--- config.mk ---
export PLATFORM = sky130hd
export DESIGN_NAME = alu_tr_sequencer
export DESIGN_NICKNAME = d
export VERILOG_FILES = /design/src/rtl/alu_tr_sequencer_pkg.sv /design/src/rtl/alu_m.sv /design/src/rtl/alu_tr_sequencer_voter.sv /design/src/rtl/alu_tr_sequencer.sv
export SDC_FILE = /design/constraint.sdc
export NUM_CORES = 1
export LEC_CHECK = 0
export CAP_MARGIN = 40
export CORE_MARGIN = 2
export CORE_UTILIZATION = 55
export CTS_BUF_LIST = sky130_fd_sc_hd__clkbuf_8
export CTS_CLUSTER_SIZE = 16
export DETAILED_ROUTE_END_ITERATION = 6
export GPL_ROUTABILITY_DRIVEN = 0
export MAX_ROUTING_LAYER = met4
export PLACE_DENSITY_LB_ADDON = 0.25
export SLEW_MARGIN = 20
export SYNTH_ARGS = -nofsm -noshare
export SYNTH_HDL_FRONTEND = slang
export SYNTH_SLANG_ARGS = --single-unit
--- constraint.sdc ---
create_clock -name clk -period 7.6 [get_ports clk]
set_clock_uncertainty 0.1 [all_clocks]
set_input_delay 1.52 -clock clk [delete_from_list [all_inputs] [get_ports clk]]
set_output_delay 1.52 -clock clk [all_outputs]
set_load 0.01 [all_outputs]
--- src/rtl/alu_tr_sequencer_pkg.sv ---
// Shared definitions for the temporal-redundancy ALU sequencer:
// FSM state encoding, the 33-bit vote word and the ALU control codes.
package alu_tr_sequencer_pkg;

    typedef enum logic [2:0] {
        IDLE = 3'd0,
        P0   = 3'd1,
        P1   = 3'd2,
        P2   = 3'd3,
        VOTE = 3'd4,
        RSP  = 3'd5
    } state_t;

    // {zero, result} as produced by one ALU pass
    typedef logic [32:0] vote_word_t;

    localparam logic [2:0] ALU_AND = 3'b000;
    localparam logic [2:0] ALU_OR  = 3'b001;
    localparam logic [2:0] ALU_ADD = 3'b010;
    localparam logic [2:0] ALU_SUB = 3'b110;
    localparam logic [2:0] ALU_SLT = 3'b111;

    // Flip the selected bits of a captured word when injection is enabled
    function automatic vote_word_t apply_injection(input vote_word_t word,
                                                   input logic       enable,
                                                   input vote_word_t mask);
        return enable ? (word ^ mask) : word;
    endfunction

endpackage

--- src/rtl/alu_m.sv ---
// Single-lane 32-bit ALU shared by the datapath: AND, OR, ADD, SUB, SLT.
module alu_m
    import alu_tr_sequencer_pkg::*;
(
    input  logic [31:0] a,
    input  logic [31:0] b,
    input  logic [2:0]  alucont,
    output logic [31:0] result,
    output logic        zero
);

    logic [31:0] diff;

    assign diff = a - b;

    // Select the operation; SLT uses the sign of a-b
    always_comb begin
        result = 32'd0;
        case (alucont)
            ALU_AND: result = a & b;
            ALU_OR:  result = a | b;
            ALU_ADD: result = a + b;
            ALU_SUB: result = diff;
            ALU_SLT: result = {31'd0, diff[31]};
            default: result = 32'd0;
        endcase
    end

    assign zero = (result == 32'd0);

endmodule

--- src/rtl/alu_tr_sequencer_voter.sv ---
// Three-way voter over 33-bit {zero,result} words: equality detection,
// majority-word selection and bitwise majority for the fault fallback.
module tr_voter3
    import alu_tr_sequencer_pkg::*;
(
    input  vote_word_t w0,
    input  vote_word_t w1,
    input  vote_word_t w2,
    output logic       all_eq,
    output logic       pair_ok,
    output vote_word_t maj_word,
    output vote_word_t bit_maj
);

    logic eq01;
    logic eq02;
    logic eq12;

    assign eq01 = (w0 == w1);
    assign eq02 = (w0 == w2);
    assign eq12 = (w1 == w2);

    // Pick the word shared by at least two passes; w1 covers the w1==w2 case
    always_comb begin
        all_eq   = eq01 & eq02;
        pair_ok  = eq01 | eq02 | eq12;
        maj_word = (eq01 | eq02) ? w0 : w1;
        bit_maj  = (w0 & w1) | (w0 & w2) | (w1 & w2);
    end

endmodule

--- src/rtl/alu_tr_sequencer.sv ---
// Temporal-redundancy controller: runs one operation three times on a
// shared ALU, votes on the results, retries on total disagreement and
// returns a voted result with corrected/fault status and counters.
module alu_tr_sequencer
    import alu_tr_sequencer_pkg::*;
#(
    parameter int MAX_RETRY = 2,
    parameter int CNT_W     = 16
) (
    input  logic             clk,
    input  logic             reset,
    input  logic             req_valid,
    output logic             req_ready,
    input  logic [31:0]      req_a,
    input  logic [31:0]      req_b,
    input  logic [2:0]       req_alucont,
    output logic             rsp_valid,
    input  logic             rsp_ready,
    output logic [31:0]      rsp_result,
    output logic             rsp_zero,
    output logic             rsp_corrected,
    output logic             rsp_fault,
    output logic [CNT_W-1:0] corr_count,
    output logic [CNT_W-1:0] fault_count,
    input  logic [2:0]       inj_passes,
    input  logic [32:0]      inj_mask
);

    localparam logic [2:0] RETRY_LIMIT = 3'(MAX_RETRY);

    state_t      state;
    state_t      state_next;
    logic [31:0] op_a;
    logic [31:0] op_b;
    logic [2:0]  op_cont;
    logic [2:0]  retry_cnt;
    vote_word_t  w0;
    vote_word_t  w1;
    vote_word_t  w2;
    logic [31:0] alu_result;
    logic        alu_zero;
    vote_word_t  alu_word;
    logic        all_eq;
    logic        pair_ok;
    vote_word_t  maj_word;
    vote_word_t  bit_maj;
    logic        accept;
    logic        retry_now;

    alu_m u_alu (
        .a       (op_a),
        .b       (op_b),
        .alucont (op_cont),
        .result  (alu_result),
        .zero    (alu_zero)
    );

    tr_voter3 u_voter (
        .w0       (w0),
        .w1       (w1),
        .w2       (w2),
        .all_eq   (all_eq),
        .pair_ok  (pair_ok),
        .maj_word (maj_word),
        .bit_maj  (bit_maj)
    );

    assign alu_word  = {alu_zero, alu_result};
    assign req_ready = (state == IDLE);
    assign rsp_valid = (state == RSP);
    assign accept    = req_valid & req_ready;
    assign retry_now = (state == VOTE) & ~pair_ok & (retry_cnt < RETRY_LIMIT);

    // Next-state: three passes, vote, then retry or hold the response
    always_comb begin
        state_next = state;
        case (state)
            IDLE:    if (req_valid) state_next = P0;
            P0:      state_next = P1;
            P1:      state_next = P2;
            P2:      state_next = VOTE;
            VOTE:    state_next = retry_now ? P0 : RSP;
            RSP:     if (rsp_ready) state_next = IDLE;
            default: state_next = IDLE;
        endcase
    end

    // State register
    always_ff @(posedge clk or posedge reset) begin
        if (reset) state <= IDLE;
        else       state <= state_next;
    end

    // Latch the request operands and track how many reruns have been used
    always_ff @(posedge clk or posedge reset) begin
        if (reset) begin
            op_a      <= 32'd0;
            op_b      <= 32'd0;
            op_cont   <= 3'd0;
            retry_cnt <= 3'd0;
        end else if (accept) begin
            op_a      <= req_a;
            op_b      <= req_b;
            op_cont   <= req_alucont;
            retry_cnt <= 3'd0;
        end else if (retry_now) begin
            retry_cnt <= retry_cnt + 3'd1;
        end
    end

    // Capture each pass result, with optional per-pass fault injection
    always_ff @(posedge clk or posedge reset) begin
        if (reset) begin
            w0 <= '0;
            w1 <= '0;
            w2 <= '0;
        end else begin
            case (state)
                P0: w0 <= apply_injection(alu_word, inj_passes[0], inj_mask);
                P1: w1 <= apply_injection(alu_word, inj_passes[1], inj_mask);
                P2: w2 <= apply_injection(alu_word, inj_passes[2], inj_mask);
                default: ;
            endcase
        end
    end

    // Register the voted response and bump the saturating status counters
    always_ff @(posedge clk or posedge reset) begin
        if (reset) begin
            rsp_result    <= 32'd0;
            rsp_zero      <= 1'b0;
            rsp_corrected <= 1'b0;
            rsp_fault     <= 1'b0;
            corr_count    <= '0;
            fault_count   <= '0;
        end else if ((state == VOTE) && !retry_now) begin
            if (all_eq) begin
                {rsp_zero, rsp_result} <= w0;
                rsp_corrected          <= 1'b0;
                rsp_fault              <= 1'b0;
            end else if (pair_ok) begin
                {rsp_zero, rsp_result} <= maj_word;
                rsp_corrected          <= 1'b1;
                rsp_fault              <= 1'b0;
                if (corr_count != '1) corr_count <= corr_count + 1'b1;
            end else begin
                {rsp_zero, rsp_result} <= bit_maj;
                rsp_corrected          <= 1'b0;
                rsp_fault              <= 1'b1;
                if (fault_count != '1) fault_count <= fault_count + 1'b1;
            end
        end
    end

endmodule

-- After elaboration in Yosys (flattened, before gate mapping)
Index checks and enable logic that the tools add are counted.
- add/sub/neg operators: 5
- magnitude comparators: 1
- equality and inequality tests: 16
- muxes and demuxes: 19
- bitwise operators: 16
- reduce and logical (&&, ||, !) cells: 9
- operators with widths (operator ; count):
    32-bit one-hot mux with 5 select lines ; 1
    33-bit two-way mux ; 4
    33-bit bitwise AND ; 3
    33-bit equality test ; 3
    33-bit bitwise OR ; 2
    32-bit two-way mux ; 2
    33-bit XOR ; 1
    16-bit by 1-bit adder with 16-bit output, second input constant ; 2
    32-bit adder ; 1
    32-bit bitwise AND ; 1
    32-bit zero test ; 1
    16-bit inequality test, second input constant ; 2
    32-bit bitwise OR ; 1
    32-bit subtractor ; 1
    3-bit one-hot mux with 6 select lines ; 1
    3-bit two-way mux ; 5
    3-bit equality test, second input constant ; 4
    3-bit by 2-bit equality test with 1-bit output, second input constant ; 3
    4-bit AND reduction ; 2
    3-bit by 1-bit equality test with 1-bit output, second input constant ; 2
    3-bit zero test ; 2
    1-bit two-way mux ; 6
    1-bit bitwise AND ; 4
    3-bit by 1-bit adder with 3-bit output, second input constant ; 1
    other kinds (9) ; 11
- flip-flop bits (word level): 239
- bits of input ports: 107
- logic and storage cells: 80

-- Logic depth before layout (Yosys ltp)
- word-level depth: 9
- mapped depth: 16
- gate-level depth less buffers: 15

-- Modules after synthesis
A second synthesis with hierarchy kept.
- cells, all modules: 2074
- area total of the unflattened synthesis: 18594.1 sq um
- modules (own cells, without submodules) (module ; times used ; cells each ; area each (sq um) ; sequential area each (sq um)):
    alu_tr_sequencer ; 1 ; 1074 ; 11015.6 ; 5980.7
    alu_m ; 1 ; 794 ; 5380.2 ; 0.0
    tr_voter3 ; 1 ; 206 ; 2198.4 ; 0.0

-- Least setup slack after synthesis
OpenSTA, ideal clock, no wires.
- path type: register to register
- start point: register op_a[0]
- end point: register w0[32]
- setup time: 125 ps
- arrival: 3681 ps
- required time: 7375 ps
- slack: 3695 ps
- stages on the path, launching flop included: 16
- clock period less this slack: 3905 ps
- path through: dfrtp_1 -> inv_1 -> ha_1 -> inv_1 -> fa_1 -> nor2b_1 -> o311ai_4 -> a211oi_4 -> nor4b_4 -> nor4_2 -> or3_1 -> a31oi_4 -> or4b_4 -> nor4_4 -> a311o_1 -> nand3_1
- word-level cells in the longest chain between the ends: 5
- elaborated cells on any way between the ends: 8
- classes of those cells: add/sub (2); mux (2); bitwise (3); reduce/logical (1)
- RTL lines (element ; line ; RTL):
    start, declared ; alu_tr_sequencer.sv:33 ; logic [31:0] op_a;
    start signal, assigned ; alu_tr_sequencer.sv:102 ; op_a <= req_a;
    32-bit subtractor, or another cell as far along ; alu_m.sv:14 ; assign diff = a - b;
    32-bit one-hot mux with 5 select lines * ; alu_m.sv:19 ; case (alucont)
    32-bit zero test * ; alu_m.sv:29 ; assign zero = (result == 32'd0);
    33-bit XOR ; alu_tr_sequencer_pkg.sv:27 ; return enable ? (word ^ mask) : word;
    33-bit two-way mux * ; alu_tr_sequencer_pkg.sv:27 ;
    end signal, assigned ; alu_tr_sequencer.sv:119 ; P0: w0 <= apply_injection(alu_word, inj_passes[0], inj_mask);
    end, declared ; alu_tr_sequencer.sv:37 ; vote_word_t w0;
Mark *: on every way between the ends. The rest lies on a longest branch, timed or not.
A chain may end at the register's enable or synchronous reset.

-- Worst setup path after layout
- start point: register op_cont[0]
- end point: register w0[32]
- word-level cells in the longest chain between the ends: 5
- elaborated cells on any way between the ends: 9
- classes of those cells: eq/ne (4); mux (2); bitwise (1); reduce/logical (2)
- RTL lines (element ; line ; RTL):
    start, declared ; alu_tr_sequencer.sv:35 ; logic [2:0] op_cont;
    start signal, assigned ; alu_tr_sequencer.sv:104 ; op_cont <= req_alucont;
    3-bit equality test, or another cell as far along ; alu_m.sv:19 ;
    32-bit one-hot mux with 5 select lines * ; alu_m.sv:19 ;
    32-bit zero test * ; alu_m.sv:29 ;
    33-bit XOR ; alu_tr_sequencer_pkg.sv:27 ;
    33-bit two-way mux * ; alu_tr_sequencer_pkg.sv:27 ;
Marked as above.

==> impl_metrics.ini <==
[power_and_ir_drop]
power_density_nw_per_um2 = 500
ir_worst_vdd_v = 0.000247
power_frac_clock_pct = 12.4
combinationalPowerShare_pct = 66.0
seqPwrFrac_pct = 21.6
switchingPower_mw = 5.43
power_switching_share_pct = 51.3
internal_power_mw = 5.15
p_leak_nw = 9.65

[synth]
yosys.area_share.simple_pct = 18.7
synth_cells = 2159
yosysWarningCount = 0
yosysSeqAreaShare_pct = 32.6
synth_top_family_by_area = compound AO/OA/AOI/OAI gates
synth_edf_count = 0
postSynthAreaPerCell_sq_um = 8.51
yosys.area.top_type_share_pct = 32.6
synth.distinct_cells = 111
synth_mux_area_share_pct = 2.72
syn-num-nets = 2480
synth_area_leaders = dfrtp_1 33%, ha_1 14%, nand2_1 8.6%, o21ai_0 7.2%, xnor2_1 3.9%
synth_commonest_cells = 422 x nand2_1, 263 x o21ai_0, 239 x dfrtp_1, 212 x ha_1, 94 x inv_1
synthArstFlopShare_pct = 100
yosys.cell_count.top_type = nand2_1
synth_compound_area_share_pct = 18.9
synth_ff_type = dfrtp_1
yosys.area.top_type = dfrtp_1
ys_ff_latch = 239
synth_fa_ha_area_share_pct = 14.7
synth-xor-area-share_pct = 6.96
syn_area_sq_um = 18400

[sta]
fmax_mhz = 218
finalHoldViolCount = 0
period_needed_ns = 4.59
rsz0062_at_grt = false
period_share_pct = 60.4
setup_tns_ns = 0
setup_viol = 0
drv_slew = 0
relSlewSlack_pct = 30.1
setup_ws_ns = 3.01
timing_worst_slew_pin_value_ns = 1.05
hold_ws_ns = 0.374

[grt]
grt_pass1_vias = 16072
track_usage_pct = 30.2
grt_max_degree = 186
grt_pass1_wl_mm = 83.6
overflow = 0
antenna_found_initial = 1

[drt]
vias = 16570
drt-pass1-iter-count = 7
viasPerCell = 6.01
wl_per_cell_um = 18.8
wl_mm = 51.9
postRouteAntennaNets = 0
drt_iter0_markers = 1715
drc = 0

[clock_network]
cts_root_buf = clkbuf_8
clk-insertion-delay-late_ns = 0.57
clkTransAtPathRegs_ns = 0.06
cts_tree = yes
cts_sinks = 239
cts_buffers = 42
postCtsSetupBuffers = 0
htree_levels = 2
cts-resized-gates = 0
cts-hold-fix-buffers = 0
max-clock-path-buffers = 3

[layout]
area_growth_pct = 15.1
final_layout_size_suffix_gt1_share_pct = 7.31
instances_no_fill = 2756
fin_area_sq_um = 21100
finalNetCount = 2601

[placement]
dp_worst_setup_slack_ns = 3.11
placed_cells = 2677
placedInstanceArea_sq_um = 20200
io_buffers = 175
dp_hpwl_mm = 38.0

[critical_path]
critPathTopFamily = simple AND/OR/NAND/NOR gates
cpMostUsedCell = buf_4
max_stage_delay_ns = 0.69
reg2reg_to = w0[32]$_DFFE_PP0P_
r2r-start = op_cont[0]$_DFFE_PP0P_
crit_path_start_kind = register
path_class = reg -> reg
endpoint_kind = register
arrival_ns = 4.93
rr_worst_depth = 13
r2r_setup_slack_ns = 3.01
crit_buf_inv = 3
required_ns = 7.94
crit_chain = buf_4, inv_1, buf_4, nand2_1, nor2_1, a211oi_1, o211a_1, a2bb2oi_2, nand4_1, or4b_1, nor4_4, a311o_1, nand3_1
crit_fanout = 39
slowest_stage = nand2_1

[die]
die_w_um = 187
die_h_um = 187
fp-row-count = 66
ios = 176
core-area_sq_um = 32700
dieArea_sq_um = 34900
initial_core_util_pct = 56.2

[hold_path]
whs_path_depth = 2
holdCritStartpoint = rsp_result[28]$_DFFE_PP0P_
hold_path.class = reg -> reg
whs_endpoint = rsp_result[28]$_DFFE_PP0P_

[job]
maxCapViolations = 0

[status]
status = finished, final reports clean
## how the worst max path moves through the flow
stage / from / end / slack [ns] / depth (start not counted)
4_1_cts: op_cont[0]$_DFFE_PP0P_ / w0[32]$_DFFE_PP0P_ / 3.10 / 13
6_report: op_cont[0]$_DFFE_PP0P_ / w0[32]$_DFFE_PP0P_ / 3.01 / 13
3_5_place_dp: op_cont[0]$_DFFE_PP0P_ / w0[32]$_DFFE_PP0P_ / 3.11 / 13
3_3_place_gp: op_cont[0]$_DFFE_PP0P_ / w0[32]$_DFFE_PP0P_ / 3.29 / 13
5_1_grt: op_cont[0]$_DFFE_PP0P_ / w0[32]$_DFFE_PP0P_ / 2.80 / 13
2_1_floorplan: reset / corr_count[0]$_DFFE_PP0P_ / 2.85 / 1
## final cells by class
class / count / area [sq um]
diodes: 1 / 2.50
clock buffers: 54 / 743
clock inverters: 23 / 199
fillers: 2796 / 11600
inverters: 103 / 390
multi-input cells: 1703 / 11400
flip-flops and latches: 239 / 5980
well taps: 442 / 553
repair buffers: 191 / 1880
## power groups by stage
stage | clock [mW] | sequential (mW) | combinational [mW]
after detailed placement | 0 | 2.30 | 6.73
after global routing | 1.39 | 2.36 | 7.60
after CTS | 1.33 | 2.28 | 6.78
after global placement | 0 | 2.24 | 6.60
final | 1.31 | 2.28 | 6.98
after floorplan | 0 | 2.21 | 5.03
## placed cells by master (no fill, tap or decap), drive strengths merged, types with 7 or more instances in the layout
master / instances
o31a: 9
mux2i: 41
xor2: 64
nor2: 92
xnor2: 82
o22ai: 7
nand2b: 8
dfrtp: 239
clkdlybuf4s50: 172
clkinv: 10
nand3: 26
and3: 12
nor4: 38
a31oi: 9
ha: 212
o21ai: 278
a21oi: 94
nor2b: 9
o211ai: 13
inv: 111
nand4: 31
a211oi: 14
o311ai: 9
or3: 16
o31ai: 28
clkbuf: 54
nor3: 63
nand2: 423
mux2: 8
buf: 19
and2: 8
## worst min-delay path, delay by kind of cell (launching register included)
family	cells	cell delay, ns
DFF	1	0.34
AOI/OAI and AO/OA	1	0.05
and+or+nand+nor	1	0.04
## registers in the layout, indices dropped and copies added, names as in the netlist
register	flops
retry_cnt	3
op_a	32
rsp_result	32
w1	33
rsp_fault	1
rsp_corrected	1
state	3
corr_count	16
op_b	32
fault_count	16
rsp_zero	1
w0	33
w2	33
op_cont	3
## per-stage QoR
step | utilization [%] | total power, mW
3_5_place_dp | 61.8 | 9.03
6_report | 64.7 | 10.6
3_3_place_gp | 61.7 | 8.84
4_1_cts | 64.6 | 10.4
5_1_grt | 64.7 | 11.3
2_1_floorplan | - | 7.24
## per-layer routing
metal,track usage [%],wire length [um],part of all wire (%)
met5,-,0,0
met1,38.2,21400,41
met3,4.91,4340,8.4
met2,49.2,24400,47
met4,9.98,1760,3.4
## logic make-up (layout without fill, tap and decap cells)
family                   after synthesis  in the layout
other                                  0              1
flip-flops                           239            239
AO/OA/AOI/OAI                        543            543
multiplexers                          49             49
buffers and inverters                217            371
XOR/XNOR                             146            146
AND/OR/NAND/NOR                      751            751
adder cells (fa/ha/maj)              214            214
No activity file was read; power rests on OpenSTA's default activity.
